File: config.mk
export PLATFORM = sky130hd
export DESIGN_NAME = axi_rd_txn_guard_flat
export DESIGN_NICKNAME = d
export VERILOG_FILES = /design/src/rtl/axi_rd_txn_guard_if.sv /design/src/rtl/axi_rd_txn_guard.sv /design/src/flat_wrapper.sv
export SDC_FILE = /design/constraint.sdc
export NUM_CORES = 1
export LEC_CHECK = 0
export BUFFER_PORTS_ARGS = -buffer_cell sky130_fd_sc_hd__buf_2
export CAP_MARGIN = 20
export CELL_PAD_IN_SITES_DETAIL_PLACEMENT = 1
export CELL_PAD_IN_SITES_GLOBAL_PLACEMENT = 1
export CORE_AREA = 10 10 162 164
export DETAILED_ROUTE_END_ITERATION = 10
export DIE_AREA = 0 0 172 174
export MAX_ROUTING_LAYER = met4
export PLACE_DENSITY_LB_ADDON = 0.08
export SETUP_SLACK_MARGIN = 0.02
export SKIP_CTS_REPAIR_TIMING = 1
export SYNTH_ARGS = -nofsm -noshare
export SYNTH_HDL_FRONTEND = slang
export SYNTH_SLANG_ARGS = --single-unit
File: constraint.sdc
create_clock -name clk_i -period 16.85 [get_ports clk_i]
set_clock_uncertainty 0.05 [all_clocks]
set_input_delay 3.37 -clock clk_i [delete_from_list [all_inputs] [get_ports clk_i]]
set_output_delay 3.37 -clock clk_i [all_outputs]
set_load 0.005 [all_outputs]
File: src/rtl/axi_rd_txn_guard_if.sv
// Passive tap of one AXI read channel: AR/R handshakes, IDs and the R last beat.
// The guard connects through the slave modport and only ever reads these signals.
interface axi_rd_txn_guard_if #(
    parameter int AxiIdWidth = 4
);
    logic                  ar_valid;
    logic                  ar_ready;
    logic [AxiIdWidth-1:0] ar_id;
    logic                  r_valid;
    logic                  r_ready;
    logic                  r_last;
    logic [AxiIdWidth-1:0] r_id;

    modport master (output ar_valid, ar_ready, ar_id, r_valid, r_ready, r_last, r_id);
    modport slave  (input  ar_valid, ar_ready, ar_id, r_valid, r_ready, r_last, r_id);
endinterface

File: src/rtl/axi_rd_txn_guard.sv
// Read-channel transaction guard: times every outstanding read burst and raises irq/reset request on timeout.
// Define RD_GUARD_HWM_EN to build the latency high-watermark register behind hwm_o (tied to 0 otherwise).
module axi_rd_txn_guard #(
    parameter int AxiIdWidth = 4,
    parameter int MaxTxns    = 8,
    parameter int CntWidth   = 10
) (
    input  logic                  clk_i,
    input  logic                  rst_ni,
    input  logic                  guard_ena_i,
    axi_rd_txn_guard_if.slave     tap,
    input  logic [CntWidth-1:0]   budget_i,
    input  logic                  irq_clr_i,
    input  logic                  rst_stat_i,
    output logic                  irq_o,
    output logic                  rst_req_o,
    output logic [AxiIdWidth-1:0] fault_id_o,
    output logic                  err_overflow_o,
    output logic                  err_unexp_o,
    output logic [CntWidth-1:0]   hwm_o
);
    localparam int IdxW = (MaxTxns > 1) ? $clog2(MaxTxns) : 1;

    localparam logic [1:0] IDLE = 2'd0;
    localparam logic [1:0] REQ  = 2'd1;
    localparam logic [1:0] WAIT = 2'd2;

    logic [1:0]            state_q;
    logic [MaxTxns-1:0]    valid_q;
    logic [AxiIdWidth-1:0] id_q      [MaxTxns];
    logic [CntWidth-1:0]   elapsed_q [MaxTxns];

    logic                  irq_q;
    logic [AxiIdWidth-1:0] fault_id_q;
    logic                  overflow_q;
    logic                  unexp_q;

    logic                  ar_hs;
    logic                  r_last_hs;
    logic                  flush;
    logic                  active;
    logic                  free_hit;
    logic [IdxW-1:0]       free_idx;
    logic [CntWidth-1:0]   free_elapsed;
    logic                  alloc_ok;
    logic [IdxW-1:0]       alloc_idx;
    logic                  fault_any;
    logic [AxiIdWidth-1:0] fault_id;
    logic                  fault_take;

    assign ar_hs     = tap.ar_valid & tap.ar_ready;
    assign r_last_hs = tap.r_valid & tap.r_ready & tap.r_last;
    // Leaving WAIT empties the table; that cycle behaves like a disabled guard.
    assign flush     = (state_q == WAIT) && !rst_stat_i;
    assign active    = guard_ena_i && !flush;

    // NOTE: every always_comb output gets a default first; a path that skips an assignment would infer a latch.
    always_comb begin
        free_hit     = 1'b0;
        free_idx     = '0;
        free_elapsed = '0;
        alloc_ok     = 1'b0;
        alloc_idx    = '0;
        fault_any    = 1'b0;
        fault_id     = '0;
        // Oldest matching entry: strictly larger elapsed replaces, so ties keep the lowest index.
        for (int i = 0; i < MaxTxns; i++) begin
            if (r_last_hs && valid_q[i] && id_q[i] == tap.r_id &&
                (!free_hit || elapsed_q[i] > free_elapsed)) begin
                free_hit     = 1'b1;
                free_idx     = IdxW'(i);
                free_elapsed = elapsed_q[i];
            end
        end
        // Descending scan so the lowest free / lowest faulting index is the last one written.
        for (int i = MaxTxns - 1; i >= 0; i--) begin
            if (!valid_q[i]) begin
                alloc_ok  = 1'b1;
                alloc_idx = IdxW'(i);
            end
            if (valid_q[i] && budget_i != '0 && elapsed_q[i] >= budget_i &&
                !(free_hit && free_idx == IdxW'(i))) begin
                fault_any = 1'b1;
                fault_id  = id_q[i];
            end
        end
    end

    assign fault_take = active && fault_any && (!irq_q || irq_clr_i);

    // NOTE: sequential state uses non-blocking assignments so every flop samples pre-edge values.
    always_ff @(posedge clk_i or negedge rst_ni) begin
        if (!rst_ni) begin
            valid_q <= '0;
            // NOTE: the table is plain flops, reset with valid_q so no X ever reaches the compare logic.
            for (int i = 0; i < MaxTxns; i++) begin
                id_q[i]      <= '0;
                elapsed_q[i] <= '0;
            end
        end else begin
            for (int i = 0; i < MaxTxns; i++) begin
                if (valid_q[i] && elapsed_q[i] != '1) elapsed_q[i] <= elapsed_q[i] + 1'b1;
            end
            if (!active) begin
                valid_q <= '0;
            end else begin
                if (free_hit) valid_q[free_idx] <= 1'b0;
                if (ar_hs && alloc_ok) begin
                    valid_q[alloc_idx]   <= 1'b1;
                    id_q[alloc_idx]      <= tap.ar_id;
                    elapsed_q[alloc_idx] <= '0;
                end
            end
        end
    end

    always_ff @(posedge clk_i or negedge rst_ni) begin
        if (!rst_ni) begin
            state_q    <= IDLE;
            irq_q      <= 1'b0;
            fault_id_q <= '0;
            overflow_q <= 1'b0;
            unexp_q    <= 1'b0;
        end else begin
            case (state_q)
                IDLE:    if (fault_take)  state_q <= REQ;
                REQ:     if (rst_stat_i)  state_q <= WAIT;
                WAIT:    if (!rst_stat_i) state_q <= IDLE;
                default: state_q <= IDLE;
            endcase
            if (fault_take) begin
                irq_q      <= 1'b1;
                fault_id_q <= fault_id;
            end else if (irq_clr_i) begin
                irq_q      <= 1'b0;
                fault_id_q <= '0;
            end
            if (active && ar_hs && !alloc_ok) overflow_q <= 1'b1;
            else if (irq_clr_i)               overflow_q <= 1'b0;
            if (active && r_last_hs && !free_hit) unexp_q <= 1'b1;
            else if (irq_clr_i)                   unexp_q <= 1'b0;
        end
    end

`ifdef RD_GUARD_HWM_EN
    logic [CntWidth-1:0] hwm_q;

    always_ff @(posedge clk_i or negedge rst_ni) begin
        if (!rst_ni) begin
            hwm_q <= '0;
        end else if (irq_clr_i) begin
            hwm_q <= '0;
        end else if (active && free_hit && free_elapsed > hwm_q) begin
            hwm_q <= free_elapsed;
        end
    end

    assign hwm_o = hwm_q;
`else
    assign hwm_o = '0;
`endif

    assign irq_o          = irq_q;
    assign rst_req_o      = (state_q == REQ);
    assign fault_id_o     = fault_id_q;
    assign err_overflow_o = overflow_q;
    assign err_unexp_o    = unexp_q;
endmodule

File: src/flat_wrapper.sv
// flat-port wrapper written by rule: the top's interface ports become plain ports
module axi_rd_txn_guard_flat 
#(
    parameter int AxiIdWidth = 4,
    parameter int MaxTxns    = 8,
    parameter int CntWidth   = 10
)
  (clk_i, rst_ni, guard_ena_i, budget_i, irq_clr_i, rst_stat_i, irq_o, rst_req_o, fault_id_o, err_overflow_o, err_unexp_o, hwm_o, tap_ar_valid, tap_ar_ready, tap_ar_id, tap_r_valid, tap_r_ready, tap_r_last, tap_r_id);
  axi_rd_txn_guard_if #(.AxiIdWidth(AxiIdWidth)) tap_i ();
  input  logic clk_i;
  input  logic rst_ni;
  input  logic guard_ena_i;
  input  logic [CntWidth-1:0] budget_i;
  input  logic irq_clr_i;
  input  logic rst_stat_i;
  output logic irq_o;
  output logic rst_req_o;
  output logic [AxiIdWidth-1:0] fault_id_o;
  output logic err_overflow_o;
  output logic err_unexp_o;
  output logic [CntWidth-1:0] hwm_o;
  input wire logic [$bits(tap_i.ar_valid)-1:0] tap_ar_valid;
  input wire logic [$bits(tap_i.ar_ready)-1:0] tap_ar_ready;
  input wire logic [$bits(tap_i.ar_id)-1:0] tap_ar_id;
  input wire logic [$bits(tap_i.r_valid)-1:0] tap_r_valid;
  input wire logic [$bits(tap_i.r_ready)-1:0] tap_r_ready;
  input wire logic [$bits(tap_i.r_last)-1:0] tap_r_last;
  input wire logic [$bits(tap_i.r_id)-1:0] tap_r_id;
  assign tap_i.ar_valid = tap_ar_valid;
  assign tap_i.ar_ready = tap_ar_ready;
  assign tap_i.ar_id = tap_ar_id;
  assign tap_i.r_valid = tap_r_valid;
  assign tap_i.r_ready = tap_r_ready;
  assign tap_i.r_last = tap_r_last;
  assign tap_i.r_id = tap_r_id;
  axi_rd_txn_guard #(.AxiIdWidth(AxiIdWidth), .MaxTxns(MaxTxns), .CntWidth(CntWidth)) u_core (.clk_i(clk_i), .rst_ni(rst_ni), .guard_ena_i(guard_ena_i), .tap(tap_i), .budget_i(budget_i), .irq_clr_i(irq_clr_i), .rst_stat_i(rst_stat_i), .irq_o(irq_o), .rst_req_o(rst_req_o), .fault_id_o(fault_id_o), .err_overflow_o(err_overflow_o), .err_unexp_o(err_unexp_o), .hwm_o(hwm_o));
endmodule
# == Word-level counts from Yosys, hierarchy flattened ==
# Index checks and enable logic that the tools add are counted.
# classes
add_sub_neg,8
n_lt_le_gt_ge,21
eq_ne,28
muxes,87
bitwise_logic,9
n_reduce_logical,111
# ops
op,n
10-bit two-way mux,16
80-bit two-way mux,2
"10-bit by 1-bit adder with 10-bit output, second input constant",8
80-bit bitwise AND,1
10-bit greater-or-equal comparator,8
"10-bit != test, second input constant",8
80-bit NOT,1
1-bit logical AND,75
10-bit greater-than comparator,7
4-bit two-way mux,11
3-bit two-way mux,12
32-bit bitwise mux,1
4-bit == test,8
8-bit two-way mux,4
1-bit two-way mux,31
10-bit demux with 3-bit select,1
1-bit logical NOT,20
4-bit demux with 3-bit select,1
"3-bit == test, second input constant",4
2-bit two-way mux,5
10-bit nonzero test,1
8-bit bitwise AND,1
1-bit logical OR,8
"3-bit by 4-bit < comparator with 1-bit output, second input constant",2
20 further kinds,28
# totals
reg_bits,129
input_bits,28
out_inout_bits,18
elab_cells,286

# == Longest topological paths before layout ==
# Gate-level depths: netlist (run 1).
# logic_depth
word_depth,49
ltp_mapped,74
mapped_depth_nobuf,64

# == Worst setup path before layout (run 1) ==
# OpenSTA, ideal clock, no wires.
# synth_timing
kind,input -> register
from,input tap_r_id[3]
to,register u_core.state_q[0]
setup_ps,71
arrival_ps,17661
required_time_ps,16729
setup_slack_ps,-932
path_stages,71
path_buffers,11
cell_sequence,buf_4 -> xor2_1 -> nor4b_1 -> and3_1 -> clkbuf_1 -> clkbuf_1 -> nand2_1 -> ha_1 -> a21o_1 -> a21o_1 -> a221oi_1 -> a32o_1 -> buf_1 -> o211ai_1 -> and2_1 -> ha_1 -> and3_1 -> o21ai_0 -> (+35 left out) -> o21ai_0 -> o211ai_1 -> o21ai_1 -> clkbuf_1 -> mux2_2 -> ha_1 -> nand2b_1 -> a21oi_1 -> o21ai_0 -> a211o_1 -> o2111a_1 -> and2_1 -> a311oi_2 -> o21ba_2 -> a311o_1 -> buf_2 -> mux2_2 -> nor2_1
# synth_between
elab_chain_len,47
word_cells_on_any_way,110
classes_between,order compare: 7; eq/ne: 16; mux: 30; reduce/logical: 57
# synth_rtl
element,line_no,rtl
"start, declared",flat_wrapper.sv:28,input wire logic [$bits(tap_i.r_id)-1:0] tap_r_id;
4-bit == test,axi_rd_txn_guard.sv:68,if (r_last_hs && valid_q[i] && id_q[i] == tap.r_id &&
1-bit logical AND,axi_rd_txn_guard.sv:68,
10-bit two-way mux / 1-bit two-way mux (equally long branches),axi_rd_txn_guard.sv:68,
10-bit greater-than comparator / 1-bit logical NOT (equally long branches),axi_rd_txn_guard.sv:69,(!free_hit || elapsed_q[i] > free_elapsed)) begin
1-bit logical OR,axi_rd_txn_guard.sv:69,
1-bit logical AND,axi_rd_txn_guard.sv:68,
10-bit two-way mux / 1-bit two-way mux (equally long branches),axi_rd_txn_guard.sv:68,
10-bit greater-than comparator / 1-bit logical NOT (equally long branches),axi_rd_txn_guard.sv:69,
(+24 left out),--,
1-bit logical AND,axi_rd_txn_guard.sv:82,!(free_hit && free_idx == IdxW'(i))) begin
1-bit logical NOT,axi_rd_txn_guard.sv:82,
1-bit logical AND,axi_rd_txn_guard.sv:81,if (valid_q[i] && budget_i != '0 && elapsed_q[i] >= budget_i &&
1-bit two-way mux (7 in series),axi_rd_txn_guard.sv:81,
1-bit two-way mux *,axi_rd_txn_guard.sv:81,
1-bit logical AND * (2 in series),axi_rd_txn_guard.sv:89,assign fault_take = active && fault_any && (!irq_q || irq_clr_i);
2-bit by 1-bit != test with 1-bit output (no source line) *,--,
3-bit AND reduction (no source line) *,--,
"end signal, assigned",axi_rd_txn_guard.sv:119,state_q <= IDLE;
"end signal, assigned",axi_rd_txn_guard.sv:126,IDLE: if (fault_take) state_q <= REQ;
"end signal, assigned",axi_rd_txn_guard.sv:127,REQ: if (rst_stat_i) state_q <= WAIT;
"end, declared",axi_rd_txn_guard.sv:28,logic [1:0] state_q;
# Every way passes the cells marked *; elsewhere a longest branch is shown, timed or not.
# A chain may end at the register's enable or synchronous reset.

# == Worst setup path after layout (run 1) ==
# layout_timing
from,input tap_r_id[1]
to,"register u_core.fault_id_q[1], in the netlist u_core.fault_id_o[1]"
# layout_between
elab_chain_len,46
word_cells_on_any_way,118
classes_between,order compare: 7; eq/ne: 15; mux: 39; reduce/logical: 57
# layout_rtl
element,line_no,rtl
4-bit == test,axi_rd_txn_guard.sv:68,
1-bit logical AND,axi_rd_txn_guard.sv:68,
10-bit two-way mux / 1-bit two-way mux (equally long branches),axi_rd_txn_guard.sv:68,
10-bit greater-than comparator / 1-bit logical NOT (equally long branches),axi_rd_txn_guard.sv:69,
1-bit logical OR,axi_rd_txn_guard.sv:69,
1-bit logical AND,axi_rd_txn_guard.sv:68,
10-bit two-way mux / 1-bit two-way mux (equally long branches),axi_rd_txn_guard.sv:68,
10-bit greater-than comparator / 1-bit logical NOT (equally long branches),axi_rd_txn_guard.sv:69,
(+22 left out),--,
3-bit two-way mux,axi_rd_txn_guard.sv:68,
3-bit == test,axi_rd_txn_guard.sv:82,
1-bit logical AND,axi_rd_txn_guard.sv:82,
1-bit logical NOT,axi_rd_txn_guard.sv:82,
1-bit logical AND,axi_rd_txn_guard.sv:81,
1-bit two-way mux (8 in series),axi_rd_txn_guard.sv:81,
1-bit logical AND (2 in series),axi_rd_txn_guard.sv:89,
4-bit two-way mux / 2-bit nonzero test (equally long branches),--,
"end signal, assigned",axi_rd_txn_guard.sv:133,fault_id_q <= fault_id;
"end, declared",axi_rd_txn_guard.sv:34,logic [AxiIdWidth-1:0] fault_id_q;
# Parallel ways exist; a longest one is shown, timed or not.

==> metrics.yaml, run 1 <==
global_route:
  first_global_vias: 10770
  grt_start_max_net_pins: 68
  grt_pass1_wl_um: 60270
  grt_overflow: 0
  track_usage_pct: 26.40
  antenna_found_initial: 1
cells_and_area:
  area_growth_pct: 27.29
  final_common_cell: "buf_4"
  multi_input_area_um2: 8193
  seq_area_um2: 3228
  fin_area_um2: 14050
  most-common-layout-cells: "140 x buf_4, 138 x ha_1, 129 x dfrtp_1"
  final_nets: 1618
  nFillCells: 2637
  drive_gt1_share_pct: 25.61
logic_synthesis:
  synthArstFlopShare_pct: 100.0
  synth_seq_cells: 129
  avgSynthCellArea_um2: 8.782
  synth_edf_count: 0
  yosysTopAreaCellShare_pct: 29.24
  ys_types: 71
  syn_area_um2: 11040
  yosys.area.top_type: "dfrtp_1"
  synth_cells: 1257
  synth.area.top_cells: "dfrtp_1 29%, ha_1 18%, nor2_1 4.5%"
  yosys_most_used_dff: "dfrtp_1"
  yosys_warnings: 0
  synth.yosys.seq_area_share_pct: 29.24
setup_path:
  path_class: "input pin to flop"
  reg2reg_to: "u_core.fault_id_o[1]"
  crit_start: "tap_r_id[1]"
  reg2regPathDepth: 73
  endpoint_kind: "flop"
  worstPathMaxFanout: 7
  critPathSlowestCell: "o211ai_1"
  cp-start-kind: "input pin"
  worst_ep_required_time_ps: 17120
  critPathMostFrequentCell: "buf_4"
  rrSetupSlack_ps: 2340
  cp_slowest_stage_delay_ps: 480
  r2r_start: "u_core.id_q[29]"
  arrival_ps: 17360
timing:
  min_period_ps: 17080
  maxSlewHeadroom_pct: 37.39
  rsz0062_at_grt: "yes"
  fin_crit_sh_pct: 101.4
  worst_pin_slew_ps: 939.2
  hold_violations: 0
  clock.fmax_mhz: 58.54
  finalMaxSlewViolations: 0
  setup_viol_count_final: 5
  fin_ws_ps: -233.5
power:
  finalPower_uw: 1053
  cellLeakagePower_uw: 0.006193
  peakVddDrop_mv: 0.05418
  power_density_nw_per_um2: 74.93
placed_design:
  postPlaceCellArea_um2: 12280
  dp_hpwl_um: 28390
  io_buffer_count: 35
  gp_congestion: 0.9047
  dp_slack_ps: -752.6
drt:
  routed_wl_um: 43160
  avgRoutedWirePerCell_um: 24.86
  drtAntennaViolNets: 0
  vias_per_cell: 6.225
  drcViolationCount: 0
  drt-initial-drc-count: 618
  first_pass_iters: 5
  vias: 10810
clock_tree:
  root_buffer: "clkbuf_16"
  ctsLongestPathBuffers: 2
  cts.reportedPaths.clkPinSlew_ps: 70
  htreeDepth: 4
  insertion_delay_ps: 450
  cts_buffers: 17
  cts_sinks: 129
  cts_tree: "done"
die:
  die_h_um: 174
  initial_core_util_pct: 47.74
  core_um2: 23120
  rows: 56
  io_pins: 46
  die_w_um: 172
  die_area_um2: 29930
job:
  cap_viol_max_count: 0
status:
  violations: "negative setup slack"
  status: "complete, but fails checks"
hold_path:
  hp-start: "u_core.state_q[1]"
  min_path_type: "flop to flop"
  whs_endpoint: "u_core.state_q[0]"
  hold-path-cell-count: 1
[flip-flops by register name (all words and copies together) (netlist names)]
name	cells
u_core.err_unexp_o	1
u_core.irq_o	1
u_core.id_q	32
u_core.fault_id_o	4
u_core.state_q	2
u_core.elapsed_q	80
u_core.err_overflow_o	1
u_core.valid_q	8
[cells in the mapped netlist, types with 11 or more instances]
| library cell | n |
|---|---|
| o21ai_0 | 40 |
| inv_1 | 53 |
| nor2b_1 | 12 |
| buf_4 | 12 |
| and3_1 | 23 |
| a21oi_1 | 75 |
| dfrtp_1 | 129 |
| xnor2_1 | 49 |
| o211ai_1 | 30 |
| nand4_1 | 14 |
| a31oi_1 | 16 |
| mux2_2 | 33 |
| a21o_1 | 36 |
| o21a_1 | 17 |
| nand3_1 | 38 |
| ha_1 | 158 |
| nand2b_1 | 19 |
| nand2_1 | 122 |
| and2_1 | 12 |
| xor2_1 | 49 |
| nor3_1 | 15 |
| nor4_1 | 11 |
| clkbuf_1 | 26 |
| mux2i_1 | 12 |
| nor2_1 | 132 |
[per-stage QoR]
stage          hold slack (ps)  util [%]  TNS, ps  instances
4_1_cts                  429.2     55.87    -3462       1690
5_1_grt                  467.3     60.77    -4030       1736
3_3_place_gp             403.1     53.10   -8.308       1658
2_1_floorplan            363.8         -        0       1266
6_report                 456.0     60.77   -824.2       1736
3_5_place_dp             408.8     53.10    -4034       1658
[worst max-delay path by stage]
stage / to / slack, ps / cells past startpoint
5_1_grt: u_core.fault_id_o[1] / -790 / 70
4_1_cts: u_core.state_q[0] / -660 / 67
6_report: u_core.fault_id_o[1] / -230 / 74
2_1_floorplan: u_core.state_q[0] / 40 / 71
3_5_place_dp: u_core.state_q[0] / -750 / 66
3_3_place_gp: u_core.state_q[0] / -8 / 65
[power breakdown]
part | total (µW) | internal (µW) | switching (µW)
registers | 385 | 334 | 50.9
logic | 245 | 113 | 131
clock network | 423 | 230 | 193
[kinds of logic (layout without fill, tap and decap cells)]
family | Yosys count | after routing | synth area share [%]
and+or+nand+nor | 437 | 437 | 18.96
AOI/OAI and AO/OA | 289 | 292 | 17.59
adders and majority gates | 158 | 158 | 17.91
DFF | 129 | 129 | 29.24
buffers and inverters | 100 | 276 | 4.035
xor gates and xnor gates | 98 | 98 | 7.775
muxes | 45 | 45 | 4.454
other | 1 | 11 | 0.03397
[final cells by class]
class | count | share of cell area [%]
Inverter | 53 | 1.416
Clock inverter | 15 | 1.540
Sequential cell | 129 | 22.97
Clock buffer | 17 | 3.027
Tap cell | 290 | 2.582
Timing Repair Buffer | 191 | 10.14
Multi-Input combinational cell | 1040 | 58.30
Antenna cell | 1 | 0.01781
[metal layers]
metal,track usage [%],vias to the layer above,wire length [µm]
li1,-,4882,-
met1,30.20,5448,16950
met2,45.88,333,22170
met3,2.923,144,1680
met4,10.53,0,2362
met5,-,-,0
[critical path: cells and delay by family]
family,cells,cell delay (ps)
compound gates,28,5310
fa+ha+maj,7,2100
buf+inv,16,2600
mux,1,310
simple gates,21,3420
xor+xnor,1,180
Note: power is estimated with default switching activity, not from simulation.
==> inputs of run 2 (changes only) <==
--- a/config.mk
+++ b/config.mk
@@ -7,11 +7,9 @@
 export LEC_CHECK = 0
 export BUFFER_PORTS_ARGS = -buffer_cell sky130_fd_sc_hd__buf_2
 export CAP_MARGIN = 20
-export CELL_PAD_IN_SITES_DETAIL_PLACEMENT = 1
-export CELL_PAD_IN_SITES_GLOBAL_PLACEMENT = 1
-export CORE_AREA = 10 10 162 164
+export CORE_AREA = 10 10 168 170
 export DETAILED_ROUTE_END_ITERATION = 10
-export DIE_AREA = 0 0 172 174
+export DIE_AREA = 0 0 178 180
 export MAX_ROUTING_LAYER = met4
 export PLACE_DENSITY_LB_ADDON = 0.08
 export SETUP_SLACK_MARGIN = 0.02
==> metrics.yaml, run 2 (synthesis gave the netlist of run 1 again) <==
setup_path:
  path_class: "input pin to flop"  # unchanged
  reg2regPathDepth: 67  # was 73
  reg2reg_to: "u_core.state_q[0]"  # was u_core.fault_id_o[1]
  cp-start-kind: "input pin"  # unchanged
  cp_slowest_stage_delay_ps: 380  # was 480 ps
  critPathSlowestCell: "mux2_2"  # was o211ai_1
  endpoint_kind: "flop"  # unchanged
  arrival_ps: 16330  # was 17,360 ps
  worstPathMaxFanout: 12  # was 7
  worst_ep_required_time_ps: 17180  # was 17,120 ps
  critPathMostFrequentCell: "buf_4"  # unchanged
  r2r_start: "u_core.id_q[29]"  # unchanged
  rrSetupSlack_ps: 3490  # was 2340 ps
clock_tree:
  cts_buffers: 17  # unchanged
  cts.reportedPaths.clkPinSlew_ps: 70  # about the same
  cts_tree: "done"  # unchanged
  ctsLongestPathBuffers: 2  # unchanged
  htreeDepth: 4  # unchanged
  insertion_delay_ps: 440  # was 450 ps
  root_buffer: "clkbuf_16"  # unchanged
  cts_sinks: 129  # unchanged
drt:
  avgRoutedWirePerCell_um: 19.76  # was 24.86 µm
  routed_wl_um: 33360  # was 43,160 µm
  vias: 9616  # was 10,810
  drtAntennaViolNets: 0  # unchanged
  vias_per_cell: 5.697  # was 6.225
  first_pass_iters: 4  # was 5
  drcViolationCount: 0  # unchanged
  drt-initial-drc-count: 603  # was 618
cells_and_area:
  top_register: "u_core.elapsed_q"  # unchanged
  multi_input_area_um2: 7562  # was 8193 µm²
  final_common_cell: "ha_1"  # was buf_4
  fin_area_um2: 12700  # was 14,050 µm²
  nFillCells: 2379  # was 2,637
  drive_gt1_share_pct: 15.24  # was 25.61%
  most-common-layout-cells: "158 x ha_1, 132 x nor2_1, 129 x dfrtp_1"  # was 140 x buf_4, 138 x ha_1, 129 x dfrtp_1
  diodes: 0  # was 1
  seq_area_um2: 3228  # unchanged
  largest_reg_flops: 80  # unchanged
  final_util_pct: 51.04  # was 60.77%
  final_nets: 1531  # was 1,618
  area_growth_pct: 15.07  # was 27.29%
  top_regs: "u_core.elapsed_q x80, u_core.id_q x32, u_core.valid_q x8"  # unchanged
hold_path:
  whs_endpoint: "u_core.state_q[0]"  # unchanged
  hold-path-cell-count: 1  # unchanged
  min_path_type: "flop to flop"  # unchanged
  hp-start: "u_core.state_q[1]"  # unchanged
die:
  core_um2: 24890  # was 23,120 µm²
  die_w_um: 178  # was 172 µm
  die_area_um2: 32040  # was 29,930 µm²
  rows: 58  # was 56
  die_h_um: 180  # was 174 µm
  initial_core_util_pct: 44.35  # was 47.74%
  io_pins: 46  # unchanged
job:
  cap_viol_max_count: 0  # unchanged
global_route:
  grt_start_max_net_pins: 79  # was 68
  track_usage_pct: 21.29  # was 26.40%
  first_global_vias: 9383  # was 10,770
  grt_overflow: 0  # unchanged
  grt_pass1_wl_um: 52690  # was 60,270 µm
  antenna_found_initial: 0  # was 1
status:
  status: "finished clean"  # was complete, but fails checks
timing:
  setup_viol_count_final: 0  # was 5
  hold_violations: 0  # unchanged
  clock.fmax_mhz: 62.49  # was 58.54 MHz
  finalMaxSlewViolations: 0  # unchanged
  min_period_ps: 16000  # was 17,080 ps
  fin_crit_sh_pct: 94.97  # was 101.4%
  maxSlewHeadroom_pct: 46.57  # was 37.39%
  worst_pin_slew_ps: 801.4  # was 939.2 ps
power:
  power_density_nw_per_um2: 75.30  # was 74.93 nW/µm²
  cellLeakagePower_uw: 0.005645  # was 0.006193 µW
  peakVddDrop_mv: 0.04470  # was 0.05418 mV
placed_design:
  gp_congestion: 0.9446  # was 0.9047
  dp_hpwl_um: 25180  # was 28,390 µm
  io_buffer_count: 35  # unchanged
  postPlaceCellArea_um2: 11970  # was 12,280 µm²
==> run 2: worst max path at each step <==
stage,slack (ps),to,from
5_1_grt,-110,u_core.state_q[0],tap_r_id[1]
3_5_place_dp,-300,u_core.state_q[0],tap_r_id[2]
4_1_cts,140,u_core.fault_id_o[3],tap_r_id[2]
6_report,850,u_core.state_q[0],tap_r_id[1]
2_1_floorplan,40,u_core.state_q[0],tap_r_id[3]
3_3_place_gp,80,u_core.fault_id_o[3],tap_r_id[2]
==> run 2: through the flow <==
step | hold slack, ps | setup WS [ps] | power [µW] | instances | setup TNS [ps]
detailed placement | 391.6 | -297.5 | 582.4 | 1648 | -1520
global placement | 383.0 | 83.46 | 577.8 | 1648 | 0
finish | 400.1 | 847.9 | 956.5 | 1688 | 0
global route | 411.0 | -110.7 | 1010 | 1688 | -321.6
CTS | 401.2 | 140.5 | 953.9 | 1680 | 0
floorplan | 363.8 | 44.27 | 509.4 | 1266 | 0
==> run 2: final cells by class <==
| cell class | count | area share [%] |
|---|---|---|
| well taps | 330 | 3.250 |
| repair buffers | 106 | 5.782 |
| flip-flops and latches | 129 | 25.41 |
| inverters | 53 | 1.566 |
| clock inverters | 15 | 1.113 |
| multi-input cells | 1038 | 59.53 |
| clock buffers | 17 | 3.349 |
==> run 2: routing by layer <==
layer / up-vias / part of all wire, % / global-route usage [%]
met5: - / 0 / -
met4: 0 / 1.3 / 4.803
met2: 175 / 46 / 32.40
li1: 4715 / - / -
met3: 34 / 3.8 / 2.976
met1: 4692 / 49 / 29.31
==> run 2: critical path: cells and delay by family <==
kind,cells,cell delay (ps)
AOI/OAI and AO/OA,31,5490
adders and majority gates,7,1880
buffers and inverters,11,1780
and+or+nand+nor,14,2320
muxes,4,1260
xor gates and xnor gates,1,190
==> run 2: power breakdown <==
part | internal (µW) | leakage, µW | total (µW) | switching [µW]
clock | 195 | 0.000271 | 371 | 176
combinational | 92.8 | 0.00394 | 203 | 111
sequential | 334 | 0.00144 | 382 | 48.0
==> inputs of run 3 (changes only) <==
--- a/config.mk
+++ b/config.mk
@@ -7,11 +7,12 @@
 export LEC_CHECK = 0
 export BUFFER_PORTS_ARGS = -buffer_cell sky130_fd_sc_hd__buf_2
 export CAP_MARGIN = 20
-export CORE_AREA = 10 10 168 170
+export CORE_AREA = 10 10 233 124
 export DETAILED_ROUTE_END_ITERATION = 10
-export DIE_AREA = 0 0 178 180
+export DIE_AREA = 0 0 243 134
 export MAX_ROUTING_LAYER = met4
 export PLACE_DENSITY_LB_ADDON = 0.08
+export RECOVER_POWER = 50
 export SETUP_SLACK_MARGIN = 0.02
 export SKIP_CTS_REPAIR_TIMING = 1
 export SYNTH_ARGS = -nofsm -noshare
==> metrics.yaml, run 3 (synthesis gave the netlist of run 1 again) <==
timing:
  maxSlewHeadroom_pct: -196.8  # was 46.57%
  finalMaxSlewViolations: 132  # was 0
  hold_violations: 0  # unchanged
  min_period_ps: 16420  # was 16,000 ps
  fin_crit_sh_pct: 97.42  # was 94.97%
  worst_pin_slew_ps: 4452  # was 801.4 ps
  fin_ws_ps: 434.0  # was 847.9 ps
  clock.fmax_mhz: 60.92  # was 62.49 MHz
  setup_viol_count_final: 0  # unchanged
  whs_ps: 399.4  # was 400.1 ps
clock_tree:
  root_buffer: "clkbuf_16"  # unchanged
  ctsLongestPathBuffers: 2  # unchanged
  htreeDepth: 4  # unchanged
  cts_buffers: 17  # unchanged
  cts_tree: "done"  # unchanged
  insertion_delay_ps: 450  # was 440 ps
  cts_sinks: 129  # unchanged
  cts.reportedPaths.clkPinSlew_ps: 70  # about the same
status:
  status: "complete, but fails checks"  # was finished clean
  violations: "max-capacitance violations, max-slew violations"
cells_and_area:
  final_util_pct: 52.92  # was 51.04%
  diodes: 0  # unchanged
  fin_area_um2: 13140  # was 12,700 µm²
  largest_reg_flops: 80  # unchanged
  drive_gt1_share_pct: 18.00  # was 15.24%
  most-common-layout-cells: "156 x ha_1, 129 x dfrtp_1, 128 x nor2_1"  # was 158 x ha_1, 132 x nor2_1, 129 x dfrtp_1
  final_common_cell: "ha_1"  # unchanged
  area_growth_pct: 19.03  # was 15.07%
  final_nets: 1573  # was 1,531
  top_regs: "u_core.elapsed_q x80, u_core.id_q x32, u_core.valid_q x8"  # unchanged
  top_register: "u_core.elapsed_q"  # unchanged
setup_path:
  cp.depth: 69  # was 68
  cp_top_family: "compound AO/OA/AOI/OAI gates"  # unchanged
  cp_slowest_stage_delay_ps: 410  # was 380 ps
  r2r_start: "u_core.id_q[29]"  # unchanged
  arrival_ps: 16750  # was 16,330 ps
  crit_start: "tap_r_id[1]"  # unchanged
  path_class: "input pin to flop"  # unchanged
  reg2regPathDepth: 68  # was 67
  cp-start-kind: "input pin"  # unchanged
  critPathMostFrequentCell: "buf_4"  # unchanged
  endpoint_kind: "flop"  # unchanged
  worst_ep_required_time_ps: 17180  # about the same
  crit_buf_inv: 10  # was 11
  critPathSlowestCell: "a2111oi_2"  # was mux2_2
  worstPathMaxFanout: 9  # was 12
placed_design:
  dp_slack_ps: -439.6  # was -297.5 ps
  dp_hpwl_um: 28380  # was 25,180 µm
  io_buffer_count: 35  # unchanged
  postPlaceCellArea_um2: 12190  # was 11,970 µm²
  gp_congestion: 0.9330  # was 0.9446
power:
  clockPowerShare_pct: 38.3  # was 38.8%
  pwr-share-comb_pct: 21.7  # was 21.3%
  cellLeakagePower_uw: 0.005822  # was 0.005645 µW
  power_density_nw_per_um2: 73.28  # was 75.30 nW/µm²
  peakVddDrop_mv: 0.07127  # was 0.04470 mV
  swShare_pct: 34.06  # was 34.93%
  p_sw_uw: 327.9  # was 334.1 µW
  internal-power_uw: 634.9  # was 622.5 µW
  power_frac_seq_pct: 40.1  # was 40.0%
die:
  rows: 41  # was 58
  die_area_um2: 32560  # was 32,040 µm²
  core_um2: 24830  # was 24,890 µm²
  die_w_um: 243  # was 178 µm
  die_h_um: 134  # was 180 µm
  io_pins: 46  # unchanged
  initial_core_util_pct: 44.46  # was 44.35%
global_route:
  antenna_found_initial: 1  # was 0
  first_global_vias: 9212  # was 9,383
  grt_pass1_wl_um: 56080  # was 52,690 µm
  track_usage_pct: 23.04  # was 21.29%
  grt_start_max_net_pins: 79  # unchanged
  grt_overflow: 0  # unchanged
drt:
  vias: 10030  # was 9,616
  drtAntennaViolNets: 0  # unchanged
  routed_wl_um: 37060  # was 33,360 µm
  vias_per_cell: 5.751  # was 5.697
  avgRoutedWirePerCell_um: 21.25  # was 19.76 µm
  first_pass_iters: 5  # was 4
  drcViolationCount: 0  # unchanged
  drt-initial-drc-count: 942  # was 603
job:
  cap_viol_max_count: 2  # was 0
hold_path:
  hp-start: "u_core.state_q[1]"  # unchanged
  hold-path-cell-count: 1  # unchanged
  min_path_type: "flop to flop"  # unchanged
-- run 3: cell count changes in the layout (fill, tap and decap cells not counted), sizes merged --
cell,previous run,this run
bufinv,0,1
buf,106,138
inv,61,57
clkbuf,17,28
o31ai,5,6
clkinvlp,3,4
-- run 3: stage by stage --
step	setup TNS (ps)	std cells	total power, µW
after floorplan	0	1266	509.4
after CTS	-110.3	1723	958.9
final	0	1744	962.9
after global placement	-167.7	1691	585.1
after detailed placement	-2375	1691	587.5
after global routing	-870.3	1744	1011
-- run 3: power groups by stage --
stage               combinational, µW  clock (µW)  sequential [µW]
floorplan                         144           0              366
global placement                  195           0              390
detailed placement                199           0              388
CTS                               201         375              383
global route                      236         387              388
finish                            209         368              386
-- run 3: path summary, 6_finish.rpt --
check | slack, ps | to
setup reg to reg | 3090 | u_core.state_q[0]
hold / removal | 400 | u_core.state_q[0]
max in group asynchronous | 8040 | u_core.elapsed_q[55]
min in group asynchronous | 4440 | u_core.elapsed_q[2]
hold reg to reg | 400 | u_core.state_q[0]
setup / recovery | 430 | u_core.state_q[0]
-- run 3: cell type report --
type	instances	area, µm²
flip-flops and latches	129	3228
clock inverters	13	126.4
inverters	53	198.9
fillers	2395	11690
clock buffers	19	442.9
multi-input cells	1039	7701
well taps	344	430.4
repair buffers	147	1012
-- run 3: worst register-to-register path: cells and delay by family, from the launching register on --
| kind | cells | cell delay, ps |
|---|---|---|
| AOI/OAI and AO/OA | 30 | 6270 |
| and+or+nand+nor | 19 | 2840 |
| adders and majority gates | 7 | 2010 |
| buffers and inverters | 9 | 1380 |
| muxes | 2 | 540 |
| DFF | 1 | 410 |
| xor gates and xnor gates | 1 | 190 |
-- run 3: routing by layer --
| metal | track usage (%) | routed length, µm | vias up |
|---|---|---|---|
| li1 | - | - | 4814 |
| met1 | 35.50 | 19900 | 4827 |
| met2 | 27.63 | 13250 | 360 |
| met3 | 6.203 | 3319 | 28 |
| met4 | 6.144 | 586 | 0 |
| met5 | - | 0 | - |
